## src/rtl/register_mode_decoder.sv

```systemverilog
// Receive side of the mode-select register: undoes pass/invert/shift transforms,
// flags lost bits and zero-fill violations, and queues results in a small FIFO.
module register_mode_decoder #(
  parameter int WIDTH = 4,
  parameter int DEPTH = 2,
  parameter int CNT_W = 8
) (
  input  logic             CLK,
  input  logic             RESET,
  input  logic [WIDTH-1:0] Y_IN,
  input  logic [1:0]       S_IN,
  input  logic             IN_VALID,
  output logic             IN_READY,
  output logic [WIDTH-1:0] D_OUT,
  output logic [WIDTH-1:0] KNOWN_OUT,
  output logic             ERR_OUT,
  output logic             OUT_VALID,
  input  logic             OUT_READY,
  output logic [CNT_W-1:0] LOSSY_CNT,
  output logic [CNT_W-1:0] ERR_CNT
);

  localparam int PTR_W = (DEPTH > 1) ? $clog2(DEPTH) : 1;
  localparam int OCC_W = $clog2(DEPTH + 1);
  localparam int ENT_W = 2 * WIDTH + 1;

  logic [WIDTH-1:0] dec_data_s;
  logic [WIDTH-1:0] dec_known_s;
  logic             dec_err_s;
  logic [ENT_W-1:0] entry_s;
  logic [ENT_W-1:0] head_s;
  logic             push_s;
  logic             pop_s;

  logic [ENT_W-1:0] mem_r [DEPTH];
  logic [PTR_W-1:0] wr_ptr_r;
  logic [PTR_W-1:0] rd_ptr_r;
  logic [OCC_W-1:0] occ_r;
  logic [CNT_W-1:0] lossy_cnt_r;
  logic [CNT_W-1:0] err_cnt_r;

  // Inverse transform of the incoming word; shift modes lose one edge bit each.
  always_comb begin
    dec_data_s  = '0;
    dec_known_s = '1;
    dec_err_s   = 1'b0;
    case (S_IN)
      2'b00: dec_data_s = Y_IN;
      2'b01: dec_data_s = ~Y_IN;
      2'b10: begin
        dec_data_s  = {Y_IN[WIDTH-2:0], 1'b0};
        dec_known_s = {{(WIDTH-1){1'b1}}, 1'b0};
        dec_err_s   = Y_IN[WIDTH-1];
      end
      2'b11: begin
        dec_data_s  = {1'b0, Y_IN[WIDTH-1:1]};
        dec_known_s = {1'b0, {(WIDTH-1){1'b1}}};
        dec_err_s   = Y_IN[0];
      end
      default: begin
        dec_data_s  = '0;
        dec_known_s = '0;
        dec_err_s   = 1'b0;
      end
    endcase
  end

  assign entry_s   = {dec_err_s, dec_known_s, dec_data_s};
  assign IN_READY  = (occ_r != OCC_W'(DEPTH));
  assign OUT_VALID = (occ_r != OCC_W'(0));
  assign push_s    = IN_VALID & IN_READY;
  assign pop_s     = OUT_VALID & OUT_READY;
  assign head_s    = mem_r[rd_ptr_r];

  // Empty FIFO presents all-zero fields so stale storage never leaks out.
  assign D_OUT     = OUT_VALID ? head_s[WIDTH-1:0]       : '0;
  assign KNOWN_OUT = OUT_VALID ? head_s[2*WIDTH-1:WIDTH] : '0;
  assign ERR_OUT   = OUT_VALID ? head_s[ENT_W-1]         : 1'b0;
  assign LOSSY_CNT = lossy_cnt_r;
  assign ERR_CNT   = err_cnt_r;

  // Entry storage, written only on accept.
  always_ff @(posedge CLK) begin
    if (push_s) begin
      mem_r[wr_ptr_r] <= entry_s;
    end
  end

  // Pointers and occupancy; a simultaneous push and pop leaves occupancy unchanged.
  always_ff @(posedge CLK or posedge RESET) begin
    if (RESET) begin
      wr_ptr_r <= '0;
      rd_ptr_r <= '0;
      occ_r    <= '0;
    end else begin
      if (push_s) begin
        wr_ptr_r <= wr_ptr_r + PTR_W'(1);
      end
      if (pop_s) begin
        rd_ptr_r <= rd_ptr_r + PTR_W'(1);
      end
      case ({push_s, pop_s})
        2'b10:   occ_r <= occ_r + OCC_W'(1);
        2'b01:   occ_r <= occ_r - OCC_W'(1);
        default: occ_r <= occ_r;
      endcase
    end
  end

  // Saturating statistics, counted at accept time.
  always_ff @(posedge CLK or posedge RESET) begin
    if (RESET) begin
      lossy_cnt_r <= '0;
      err_cnt_r   <= '0;
    end else begin
      if (push_s && S_IN[1] && (lossy_cnt_r != '1)) begin
        lossy_cnt_r <= lossy_cnt_r + CNT_W'(1);
      end
      if (push_s && dec_err_s && (err_cnt_r != '1)) begin
        err_cnt_r <= err_cnt_r + CNT_W'(1);
      end
    end
  end

endmodule

```

## config.mk

```make
export PLATFORM = sky130hd
export DESIGN_NAME = register_mode_decoder
export DESIGN_NICKNAME = d
export VERILOG_FILES = /design/src/rtl/register_mode_decoder.sv
export SDC_FILE = /design/constraint.sdc
export NUM_CORES = 1
export LEC_CHECK = 0
export CORE_MARGIN = 2
export CORE_UTILIZATION = 40
export CTS_BUF_LIST = sky130_fd_sc_hd__clkbuf_8 sky130_fd_sc_hd__clkbuf_16
export DETAILED_ROUTE_END_ITERATION = 8
export MAX_ROUTING_LAYER = met4
export PLACE_DENSITY_LB_ADDON = 0.3
export RECOVER_POWER = 100
export SLEW_MARGIN = 25
export SYNTH_ARGS = -nofsm -noshare
export SYNTH_HDL_FRONTEND = slang
export SYNTH_SLANG_ARGS = --single-unit
```

## constraint.sdc

```tcl
create_clock -name CLK -period 2.5 [get_ports CLK]
set_clock_uncertainty 0.1 [all_clocks]
set_input_delay 0.625 -clock CLK [delete_from_list [all_inputs] [get_ports CLK]]
set_output_delay 0.625 -clock CLK [all_outputs]
set_load 0.005 [all_outputs]
```

==> flow_summary.json <==
{
  "placed_area_um2": 2070,
  "path_clk_slew_ns": 0.07,
  "cap_viol_max_count": 0,
  "crit_path_max_incr_delay_ns": 0.58,
  "cts_tree": "yes",
  "r2r_cells": 4,
  "dp_cells": 219,
  "crit_path_start_kind": "register",
  "max_freq_ghz": 0.422,
  "grt_pass1_vias": 1144,
  "clockRootBuffer": "clkbuf_8",
  "setup_violations": 0,
  "post-place-ws_ns": 0.175,
  "crit_required_ns": 1.77,
  "fin_nets": 189,
  "grt_pass1_wl_mm": 5.13,
  "grt_max_degree": 21,
  "drt_iter0_drc": 45,
  "die_area_um2": 4650,
  "tightestPinTransition_ns": 1.08,
  "timing.slew.headroom_pct": 28.0,
  "hp-class": "reg -> reg",
  "whs_ns": 0.388,
  "boundaryPins": 37,
  "critPathSlowestCell": "dlygate4sd3_1",
  "syn_to_final_growth_pct": 30.4,
  "final-max-slew-violation-count": 0,
  "synth.area.top_cells": "dfrtp_1 (30%), edfxtp_1 (25%), xnor2_1 (6.4%)",
  "synth_warnings": 0,
  "first_pass_iters": 5,
  "via_per_inst": 4.95,
  "vias": 1123,
  "worst-path-stages": 3,
  "cp.buffers_inverters": 1,
  "numCtsBuffers": 5,
  "critPathTopFamily": "buffers and inverters",
  "power_leakage_nw": 0.920,
  "worst-setup-path-type": "reg -> out",
  "netSwitchingFraction_pct": 31.3,
  "num_antenna_cells": 0,
  "worst-r2r-setup-slack_ns": 0.74,
  "grt_antenna_before_repair": 0,
  "overflow": 0,
  "irDropWorstVdd_uv": 483,
  "wl_mm": 3.08,
  "netlist.area_leader.share_pct": 30.3,
  "finalCritPeriodShare_pct": 94.9,
  "wl_per_cell_um": 13.6,
  "post-route-min-period_ns": 2.37,
  "syn_area_um2": 1650,
  "fin_setup_tns_ns": 0,
  "syn_nets": 148,
  "powerDensity_nw_per_um2": 1040,
  "finalHoldViolCount": 0,
  "cts_num_sinks": 34,
  "clock_path_buffers": 2,
  "htreeDepth": 2,
  "drc": 0,
  "power.switching_mw": 0.697,
  "p_clk_share_pct": 22.5,
  "yosysTopAreaCell": "dfrtp_1",
  "final_area_um2": 2150,
  "p_comb_share_pct": 35.5,
  "dp_hpwl_mm": 2.23,
  "io_buffer_count": 36,
  "internal_power_mw": 1.53,
  "yosysUniqueCellTypes": 33,
  "grt_util_all_layers_pct": 15.9,
  "std_cell_rows": 23,
  "gp_congestion": 0.766,
  "crit_chain": "mux2i_1 -> nor2_1 -> dlygate4sd3_1",
  "crit_fanout": 8,
  "insertion_delay_ns": 0.29,
  "initial_utilization_pct": 41.5,
  "synth.avg_cell_area_um2": 12.2,
  "pwr-share-seq_pct": 42.0,
  "whs_path_depth": 1,
  "yosysSeqAreaShare_pct": 55.8,
  "holdBufCountCts": 0,
  "die_y_um": 68.2,
  "status": "finished clean",
  "ant_nets": 0,
  "drive_gt1_share_pct": 7.34,
  "rsz0062_at_grt": "no",
  "dieWidth_um": 68.2,
  "arrival_ns": 1.65,
  "instances_no_fill": 227,
  "endpoint_kind": "primary output",
  "ys_ff_latch": 34,
  "synth_cells": 135,
  "layout_setup_ws_ns": 0.128,
  "core_area_um2": 3970
}
[power by group through the flow]
stage                     clock network [mW]  registers (mW)  logic (mW)
final                                  0.502           0.937       0.791
after global routing                   0.534           0.966       0.887
after CTS                              0.511           0.940       0.869
after detailed placement                   0           0.945       0.858
after global placement                     0           0.933       0.833
after floorplan                            0           0.892       0.454
[flip-flops by register name (all words and copies together), names as in the netlist]
register and flops:
occ_r 2, mem_r 14, LOSSY_CNT 8, rd_ptr_r 1, ERR_CNT 8, wr_ptr_r 1
[cell type report]
cell class,instances,area [µm²]
Clock buffer,5,68.8
Clock inverter,3,45.0
Fill cell,348,1820
Inverter,2,7.51
Multi-Input combinational cell,93,666
Sequential cell,34,922
Tap cell,50,62.6
Timing Repair Buffer,40,379
[layout by cell type (no fill, tap or decap), drive strengths merged, types with 3 or more instances in the layout]
| cell type | Yosys | routed |
|---|---|---|
| dfrtp | 20 | 20 |
| clkbuf | 2 | 8 |
| mux2i | 10 | 10 |
| ha | 3 | 3 |
| nand3 | 8 | 8 |
| xor2 | 11 | 11 |
| nor2 | 15 | 15 |
| nand4 | 5 | 5 |
| dlygate4sd3 | 0 | 24 |
| clkdlybuf4s50 | 0 | 12 |
| xnor2 | 12 | 12 |
| edfxtp | 14 | 14 |
| nand2 | 5 | 5 |
| and3 | 3 | 3 |
[what timing repair did]
action	CTS	global route
endpoints found under the setup margin	10	4
buffers inserted	0	0
resized for setup	1	2
[final timing paths]
kind                            start           end
hold / removal             ERR_CNT[6]    ERR_CNT[6]
setup / recovery             rd_ptr_r      D_OUT[2]
min in group asynchronous       RESET  LOSSY_CNT[7]
setup reg to reg             occ_r[0]   mem_r[0][8]
hold reg to reg            ERR_CNT[6]    ERR_CNT[6]
max in group asynchronous       RESET      rd_ptr_r
[metrics by stage]
step / utilization (%) / total power, mW
6_report: 54.2 / 2.23
5_1_grt: 54.2 / 2.39
4_1_cts: 55.0 / 2.32
3_5_place_dp: 52.0 / 1.80
3_3_place_gp: 52.0 / 1.77
2_1_floorplan: - / 1.35
[Yosys cell counts, drive strengths merged]
master / instances
a21oi: 2
and2: 2
and3: 3
and4: 2
and4b: 1
buf: 4
clkbuf: 2
dfrtp: 20
edfxtp: 14
ha: 3
inv: 2
mux2: 2
mux2i: 10
nand2: 5
nand2b: 2
nand3: 8
nand3b: 1
nand4: 5
nor2: 15
nor2b: 2
nor3: 2
nor3b: 1
nor4: 1
nor4b: 1
o21ai: 2
xnor2: 12
xor2: 11
[layer usage]
metal | global-route usage [%] | vias up | part of all wire, %
met5 | - | - | 0
met4 | 7.75 | 0 | 1.8
met3 | 5.59 | 7 | 4.9
met2 | 23.8 | 25 | 48
met1 | 19.3 | 538 | 45
li1 | - | 553 | -
[worst register-to-register path, cell delays in order, from the launching register on]
cell and delay (ns):
dfrtp_1 0.46, nand2b_1 0.27, nand2_1 0.15, nor2_1 0.11, clkbuf_1 0.33
[cell families (layout without fill, tap and decap cells)]
kind of cell	count (synthesis)	after routing	synth area share [%]
AO/OA/AOI/OAI	4	4	1.21
multiplexers	12	12	7.66
AND/OR/NAND/NOR	51	51	18.2
buffers and inverters	8	50	2.58
XOR/XNOR	23	23	12.2
flip-flops	34	34	55.8
adder cells (fa/ha/maj)	3	3	2.28
Note: power is estimated with default switching activity, not from simulation.
